[src/rtl/cpu_types_pkg.sv]
// Shared types and constants for the instruction fetch stage.
package cpu_types_pkg;

  typedef logic [31:0] word_t;

  // Fetch controller states; encoding is visible on the debug state output.
  typedef enum logic [1:0] {
    FETCH  = 2'd0,
    DRAIN  = 2'd1,
    HALTED = 2'd2
  } fetch_state_t;

  localparam word_t PC_STEP = 32'd4;

  // Word-align a branch/jump target by clearing the byte offset bits.
  function automatic word_t align_word(input word_t addr);
    return addr & ~word_t'(32'h3);
  endfunction

endpackage

[src/rtl/fetch_pc_reg.sv]
// Program counter and pending-redirect target registers.
// Both load only when their load strobe is high; synchronous active-low reset.
module fetch_pc_reg
  import cpu_types_pkg::*;
#(
  parameter word_t PC_INIT = 32'h0000_0000
) (
  input  logic  CLK,
  input  logic  nRST,
  input  logic  pc_load,
  input  word_t pc_next,
  input  logic  pend_load,
  input  word_t pend_next,
  output word_t pc,
  output word_t pending_pc
);

  // pc and pending_pc update independently under their own load strobes
  always_ff @(posedge CLK) begin
    if (!nRST) begin
      pc         <= PC_INIT;
      pending_pc <= '0;
    end else begin
      if (pc_load) begin
        pc <= pc_next;
      end
      if (pend_load) begin
        pending_pc <= pend_next;
      end
    end
  end

endmodule

[src/rtl/fetch_unit.sv]
// Instruction fetch stage: owns the PC, issues instruction-memory reads and
// drives the IF/ID latch enable/flush. A redirect that arrives while a read
// is still outstanding parks the target in pending_pc (DRAIN) until that
// read completes, so memory never sees an abandoned request.
// Optional feature macro: FETCH_PERF_EN adds fetch_count/bubble_count.
//
// IF/ID handshake: ifid_en=1 means the latch captures this cycle; when
// ifid_flush=1 as well it captures a zero bubble instead of the word.
// ifid_en=0 holds the latch (stall). The word is valid only with ihit=1.
module fetch_unit
  import cpu_types_pkg::*;
#(
  parameter word_t PC_INIT = 32'h0000_0000
) (
  input  logic         CLK,
  input  logic         nRST,
  input  logic         ihit,
  input  word_t        imemload,
  output logic         iREN,
  output word_t        iaddr,
  input  logic         stall,
  input  logic         redirect,
  input  word_t        redirect_pc,
  input  logic         halt,
  output logic         ifid_en,
  output logic         ifid_flush,
  output word_t        imemload_out,
  output word_t        pcp4_out,
  output fetch_state_t state
`ifdef FETCH_PERF_EN
  ,
  output word_t        fetch_count,
  output word_t        bubble_count
`endif
);

  fetch_state_t state_next;
  word_t        pc;
  word_t        pending_pc;
  word_t        target;
  logic         pc_load;
  word_t        pc_next;
  logic         pend_load;
  word_t        pend_next;

  fetch_pc_reg #(
    .PC_INIT(PC_INIT)
  ) u_pc_reg (
    .CLK       (CLK),
    .nRST      (nRST),
    .pc_load   (pc_load),
    .pc_next   (pc_next),
    .pend_load (pend_load),
    .pend_next (pend_next),
    .pc        (pc),
    .pending_pc(pending_pc)
  );

  assign target       = align_word(redirect_pc);
  assign iaddr        = pc;
  assign imemload_out = imemload;
  assign pcp4_out     = pc + PC_STEP;

  // Next-state, PC update and IF/ID control; priority halt > redirect > stall > ihit
  always_comb begin
    state_next = state;
    pc_load    = 1'b0;
    pc_next    = pc;
    pend_load  = 1'b0;
    pend_next  = pending_pc;
    iREN       = 1'b1;
    ifid_en    = 1'b1;
    ifid_flush = 1'b1;
    if (nRST) begin
      case (state)
        FETCH: begin
          if (halt) begin
            state_next = HALTED;
          end else if (redirect) begin
            if (ihit) begin
              pc_load = 1'b1;
              pc_next = target;
            end else begin
              // read to the old pc still in flight: wait for it first
              pend_load  = 1'b1;
              pend_next  = target;
              state_next = DRAIN;
            end
          end else if (stall) begin
            ifid_en    = 1'b0;
            ifid_flush = 1'b0;
          end else if (ihit) begin
            pc_load    = 1'b1;
            pc_next    = pc + PC_STEP;
            ifid_flush = 1'b0;
          end
        end
        DRAIN: begin
          if (halt) begin
            state_next = HALTED;
          end else if (ihit) begin
            // returned word belongs to the old path and is discarded
            pc_load    = 1'b1;
            pc_next    = redirect ? target : pending_pc;
            state_next = FETCH;
          end else if (redirect) begin
            pend_load = 1'b1;
            pend_next = target;
          end
        end
        HALTED: begin
          iREN = 1'b0;
        end
        default: begin
          state_next = FETCH;
        end
      endcase
    end
  end

  // FSM state register
  always_ff @(posedge CLK) begin
    if (!nRST) begin
      state <= FETCH;
    end else begin
      state <= state_next;
    end
  end

`ifdef FETCH_PERF_EN
  // Delivered-fetch and bubble counters, free-running with wrap
  always_ff @(posedge CLK) begin
    if (!nRST) begin
      fetch_count  <= '0;
      bubble_count <= '0;
    end else begin
      if (state == FETCH && ihit && !stall) begin
        fetch_count <= fetch_count + 32'd1;
      end
      if (ifid_flush && state != HALTED) begin
        bubble_count <= bubble_count + 32'd1;
      end
    end
  end
`endif

endmodule

[config.mk]
export PLATFORM = sky130hd
export DESIGN_NAME = fetch_unit
export DESIGN_NICKNAME = d
export VERILOG_FILES = /design/src/rtl/cpu_types_pkg.sv /design/src/rtl/fetch_pc_reg.sv /design/src/rtl/fetch_unit.sv
export SDC_FILE = /design/constraint.sdc
export NUM_CORES = 1
export LEC_CHECK = 0
export CAP_MARGIN = 20
export CORE_ASPECT_RATIO = 0.5
export CORE_MARGIN = 2
export CORE_UTILIZATION = 44
export CTS_CLUSTER_SIZE = 30
export DETAILED_ROUTE_END_ITERATION = 6
export HOLD_SLACK_MARGIN = 0.12
export PLACE_DENSITY = 0.82
export REMOVE_ABC_BUFFERS = 1
export SLEW_MARGIN = 10
export SYNTH_ARGS = -nofsm -noshare
export SYNTH_HDL_FRONTEND = slang
export SYNTH_SLANG_ARGS = --single-unit
[constraint.sdc]
create_clock -name CLK -period 2.6 [get_ports CLK]
set_clock_uncertainty 0.1 [all_clocks]
set_input_delay 0.39 -clock CLK [delete_from_list [all_inputs] [get_ports CLK]]
set_output_delay 0.39 -clock CLK [all_outputs]
set_load 0.05 [all_outputs]
==> impl_metrics.csv, run 1 <==
group,metric,value,unit
status,status,"complete, but fails checks",
status,violations,"negative setup slack",
grt,antenna_found_initial,0,
layout,post-route-util,69.44,%
die,io_pins,171,
grt,grt-ovfl-total,0,
placement,dpl.cell_count,740,
critical_path,end_kind,"output pin",
power_and_ir_drop,ir_worst_vdd,0.3655,mV
die,core_area,8889,µm²
synthesis,synth_top_area_share,32.06,%
placement,place.port_buffers,104,
layout,final_area,6172,µm²
synthesis,synth-seq-area-share,32.06,%
clock_network,numCtsBuffers,9,
power_and_ir_drop,p_leak,0.002331,µW
power_and_ir_drop,design_power_total,2658,µW
synthesis,yosys_warnings,0,
critical_path,reg2reg_depth,9,
synthesis,syn_inst,558,
timing,layout_setup_ws,-0.05503,ns
die,initial_utilization,46.37,%
critical_path,criticalPathCategory,"reg2out",
critical_path,cp.required,2.11,ns
route,drt_pass1_iterations,5,
min_path,hold_path_depth,2,
die,die_h,72.44,µm
layout,fill_cells,601,
placement,gp_congestion,0.8490,
synthesis,synthTopCellsByCount,"105 x nand2_1, 66 x dfxtp_1, 40 x o21ai_0, 39 x a21boi_0, 36 x buf_4",
grt,grt_pass1_wl,22.25,mm
grt,grt_usage,28.37,%
grt,grt_start_max_net_pins,51,
min_path,hold_path.class,"in2reg",
synthesis,syn_area,4121,µm²
timing,setup-tns-final,-0.1221,ns
synthesis,ys.flop_type,"dfxtp_1",
die,num_rows,24,
placement,placed_area,5386,µm²
route,drc_errors,0,
synthesis,yosysMostFrequentCell,"nand2_1",
route,post_drt_wl_per_cell,20.71,µm
route,via_per_inst,6.108,
layout,layout-drive-gt1-share,24.32,%
synthesis,async_flop_share,0,%
die,dieArea,10200,µm²
synthesis,synth_cell_type_count,55,
clock_network,tritoncts,"yes",
layout,syn2layout_area_growth,49.76,%
layout,num_antenna_cells,0,
synthesis,yosysTopAreaCell,"dfxtp_1",
route,drt-total-wl,16.13,mm
critical_path,critPathMaxFanout,5,
critical_path,arrival,2.17,ns
timing,tightest_slew,0.5420,ns
route,postRouteAntennaNets,0,
timing,rsz0062_at_grt,"true",
layout,nNetsFinal,730,
route,num_vias,4758,
timing,hold_viol,0,
clock_network,clk_pin_slew,0.05,ns
clock_network,cts.sinks,66,
timing,finalCriticalPeriod,2.655,ns
clock_network,clockRootBuffer,"clkbuf_16",
timing,min_period_over_period,102.1,%
clock_network,clk-insertion-delay-late,0.35,ns
synthesis,synth_edf_count,0,
synthesis,synthTopCellsByArea,"dfxtp_1 32%, nand2_1 9.6%, a21boi_0 7.1%, buf_4 6.6%, o21ai_0 4.9%",
synthesis,avgSynthCellArea,7.386,µm²
clock_network,postCtsHoldBufs,0,
clock_network,cts_max_level,3,
critical_path,startpoint_type,"register",
clock_network,cts_max_path_buffers,2,
run,maxCapViolations,0,
placement,hpwl,9.902,mm
timing,report.final.slew_viol_count,0,
synthesis,ys_ff_latch,66,
timing,relSlewSlack,63.75,%
power_and_ir_drop,power_density,430.6,nW/µm²
die,die_x,140.9,µm
grt,grt_pass1_vias,4179,
layout,instances_no_fill,779,
timing,final-setup-viol-count,4,
timing,clock.fmax,376.6,MHz
route,drtIter0Drc,598,
-- stage by stage --
step | worst slack, ns | hold WS, ns
after CTS | -0.04092 | 0.3349
after global routing | -0.1326 | 0.3429
after detailed placement | 0.1513 | 0.3426
after floorplan | -0.7900 | 0.3280
final | -0.05503 | 0.3301
after global placement | 0.1625 | 0.3354
-- layout by cell type, fill, tap and decap left out, types with 3 or more instances in the layout --
cell             synthesis  routed
nand2_1                105     105
clkdlybuf4s50_1          0      72
buf_4                   36      62
dfxtp_1                 66      52
o21ai_0                 40      40
a21boi_0                39      39
a21oi_1                 32      32
nor2_1                  32      26
buf_12                   0      23
nand3_1                 18      15
clkbuf_16                0      10
nand4_1                  9       9
xnor2_1                 17       9
nor3_1                  10       8
dfxtp_4                  0       8
inv_1                    7       7
and3_1                  10       7
xnor2_2                  0       6
dfxtp_2                  0       6
xor2_2                   0       5
or3_1                    6       5
nand2b_1                 6       5
nor3b_1                  5       5
o31a_1                   5       5
buf_6                    1       5
nor4_2                   0       4
nor2_2                   0       4
nor2b_1                  4       4
mux2i_1                  4       4
o211ai_1                 4       4
o22ai_1                  4       4
a31oi_1                  4       4
clkbuf_1                31       4
xor2_1                   9       3
nand3b_1                 3       3
o211a_1                  3       3
-- sequential cells by signal, summed over array words and instances (netlist names) --
signal / flops
u_pc_reg.pending_pc: 32
u_pc_reg.pc: 32
state: 2
-- per-layer routing --
layer  vias up  GRT usage (%)  part of all wire (%)
li1       2116              -                     -
met1      2242          35.61                    40
met2       333          43.63                    45
met3        65          12.61                    12
met4         2          9.556                   3.0
met5         -          3.828                  0.33
-- where the power goes --
part	switching, µW	internal, µW	total, µW
Clock	437	661	1100
Sequential	29.7	1030	1060
Combinational	287	210	497
-- critical path, stage by stage (launching register included) --
cell     delay (ns)
dfxtp_2        0.34
buf_6          0.11
nand4_1        0.20
buf_4          0.22
buf_4          0.12
nor3_1         0.37
xnor2_1        0.27
buf_12         0.19
-- worst paths after layout --
check / slack, ns / startpoint / endpoint
worst min register to register: 0.35 / u_pc_reg.pending_pc[0]$_SDFFE_PN0P_ / u_pc_reg.pending_pc[0]$_SDFFE_PN0P_
worst max-delay path: -0.06 / u_pc_reg.pc[12]$_SDFFE_PN0P_ / pcp4_out[13]
worst max register to register: 0.45 / u_pc_reg.pc[3]$_SDFFE_PN0P_ / u_pc_reg.pc[24]$_SDFFE_PN0P_
worst min-delay path: 0.33 / nRST / u_pc_reg.pc[4]$_SDFFE_PN0P_
-- final cells by class --
class | instances | area [µm²] | area share [%]
multi-input combinational | 409 | 2616 | 42.39
timing repair buffer | 166 | 1770 | 28.68
sequential | 66 | 1359 | 22.01
clock buffer | 14 | 254.0 | 4.115
tap | 117 | 146.4 | 2.372
inverter | 7 | 26.28 | 0.4257
-- kinds of logic (layout without fill, tap and decap cells) --
logic type / after synthesis / count (layout) / synth area share, %
compound gates: 151 / 151 / 23.80
xor+xnor: 26 / 26 / 5.525
fa+ha+maj: 1 / 1 / 0.3035
buf+inv: 83 / 187 / 11.08
flops: 66 / 66 / 32.06
mux: 4 / 4 / 0.9715
simple gates: 227 / 227 / 26.26
-- repair_timing --
action                     CTS  global route
cloned                       1             0
setup buffers                9            16
resized for setup           22            55
pin swaps                    6            21
setup endpoints to repair   12            19
No activity file was read; power rests on OpenSTA's default activity.
==> run 2, diff against run 1 <==
Settings changed: CORE_UTILIZATION 44 to 45, CTS_BUF_LIST set to sky130_fd_sc_hd__clkbuf_4 sky130_fd_sc_hd__clkbuf_8, CTS_CLUSTER_SIZE 30 to unset, PLACE_DENSITY 0.82 to 0.84.
==> run 2 against run 1 <==
  * The run still ends with negative setup slack left
  * Worst hold slack got worse by 0.029 ns
  * Maximum frequency increased by 0.64%
  * Total power shrank 12%
  * Register-to-register slack hardly changed
  * Clock power decreased by 28%
  * Critical path depth shrank 1
  * Combinational power decreased by 3%
  * Cell count decreased by 1.3%
  * Sequential power barely moved
  * Flip-flop and latch count stayed put
==> impl_metrics.csv, run 2 (synthesized netlist as in run 1, its figures left out) <==
group,metric,value,unit
die,die_x,139.3,µm
grt,grt_pass1_wl,21.64,mm
route,wl_met2,6.747,mm
route,highest_layer,"met4",
clock_network,postCtsHoldBufs,0,
layout,top_regs,"u_pc_reg.pc (32), u_pc_reg.pending_pc (32), state (2)",
clock_network,numCtsBuffers,9,
route,drt_pass1_iterations,5,
clock_network,clockRootBuffer,"clkbuf_8",
clock_network,cts_max_path_buffers,2,
grt,grt_pass1_vias,4267,
timing,min_period_over_period,101.5,%
clock_network,cts.sinks,66,
timing,final-setup-viol-count,7,
clock_network,tritoncts,"yes",
placement,gp_congestion,0.8589,
placement,place.port_buffers,104,
die,num_rows,24,
power_and_ir_drop,ir_worst_vdd,0.3026,mV
timing,hold_viol,0,
route,drc_errors,0,
grt,grt-ovfl-total,0,
power_and_ir_drop,p_leak,0.002233,µW
status,violations,"negative setup slack",
critical_path,criticalPathCategory,"reg2out",
timing,finalCriticalPeriod,2.638,ns
layout,layout_common_cells,"105 x nand2_1, 71 x clkdlybuf4s50_1, 55 x dfxtp_1, 52 x buf_4, 40 x o21ai_0",
grt,grt_usage,27.25,%
placement,hpwl,9.615,mm
critical_path,reg2reg_depth,6,
timing,clock.fmax,379.1,MHz
run,maxCapViolations,0,
layout,num_antenna_cells,0,
layout,layout-drive-gt1-share,22.24,%
route,wl_met1,6.301,mm
critical_path,arrival,2.15,ns
die,core_area,8798,µm²
timing,relSlewSlack,54.83,%
power_and_ir_drop,power_density,394.3,nW/µm²
layout,final_area,5932,µm²
route,via_per_inst,6.004,
layout,nNetsFinal,718,
timing,rsz0062_at_grt,"true",
clock_network,cts_max_level,3,
grt,grt_start_max_net_pins,74,
layout,layout_commonest_cell,"nand2_1",
min_path,hold_path.class,"in2reg",
die,dieArea,9987,µm²
critical_path,startpoint_type,"register",
route,drtIter0Drc,636,
clock_network,clk-insertion-delay-late,0.34,ns
route,post_drt_wl_per_cell,18.88,µm
clock_network,clk_pin_slew,0.07,ns
timing,layout_setup_ws,-0.03809,ns
timing,report.final.slew_viol_count,0,
layout,syn2layout_area_growth,43.93,%
placement,placed_area,5424,µm²
route,wl_met3,1.271,mm
timing,tightest_slew,0.6776,ns
die,io_pins,171,
status,status,"complete, but fails checks",
critical_path,end_kind,"output pin",
route,postRouteAntennaNets,0,
min_path,hold_path_depth,3,
die,initial_utilization,46.84,%
layout,instances_no_fill,769,
route,drt-total-wl,14.52,mm
die,die_h,71.67,µm
placement,dpl.cell_count,745,
route,num_vias,4617,
grt,antenna_found_initial,0,
critical_path,cp.required,2.11,ns
critical_path,critPathMaxFanout,5,
[run 2: final cells by class]
class / count / area [µm²]
fillers: 634 / 2867
multi-input cells: 409 / 2567
repair buffers: 154 / 1672
flip-flops and latches: 66 / 1345
clock buffers: 13 / 160.2
well taps: 117 / 146.4
inverters: 7 / 26.28
clock inverters: 3 / 15.01
[run 2: power breakdown]
group	total [µW]	switching (µW)	internal (µW)
Sequential	1060	29.0	1030
Clock	793	392	400
Combinational	484	280	205
Total	2340	701	1640
[run 2: final timing paths]
path                                               to                                start  slack, ns
hold reg to reg   u_pc_reg.pending_pc[0]$_SDFFE_PN0P_  u_pc_reg.pending_pc[0]$_SDFFE_PN0P_       0.35
hold / removal                  state[0]$_SDFFE_PN0P_                                 nRST       0.30
setup / recovery                         pcp4_out[29]          u_pc_reg.pc[3]$_SDFFE_PN0P_      -0.04
setup reg to reg         u_pc_reg.pc[28]$_SDFFE_PN0P_         u_pc_reg.pc[19]$_SDFFE_PN0P_       0.44
[run 2: what timing repair did]
action,in CTS,in global routing
buffers inserted,5,3
gates resized for setup,27,36
pin swaps,8,8
endpoints found under the setup margin,14,18
[run 2: metrics by stage]
step	total power [µW]	setup TNS, ns	hold WS [ns]	setup WS [ns]	utilization (%)
CTS	2331	-0.1537	0.2849	-0.05843	65.33
floorplan	1308	-8.255	0.3280	-0.7900	-
detailed placement	1548	0	0.3381	0.1381	61.65
global route	2408	-1.079	0.3047	-0.1392	67.42
finish	2339	-0.1319	0.3013	-0.03809	67.42
global placement	1541	0	0.3352	0.1871	61.65
[run 2: critical path: stages (launching register included)]
cell and delay (ns):
dfxtp_4 0.37, and4_4 0.25, nand4_1 0.21, or3_4 0.50, nor2_4 0.13, xor2_2 0.19, buf_12 0.16
[run 2: layer usage]
metal / vias to the layer above / track usage (%)
met5: - / 2.871
met4: 0 / 7.632
met3: 25 / 9.626
met2: 272 / 42.48
met1: 2226 / 35.92
li1: 2094 / -
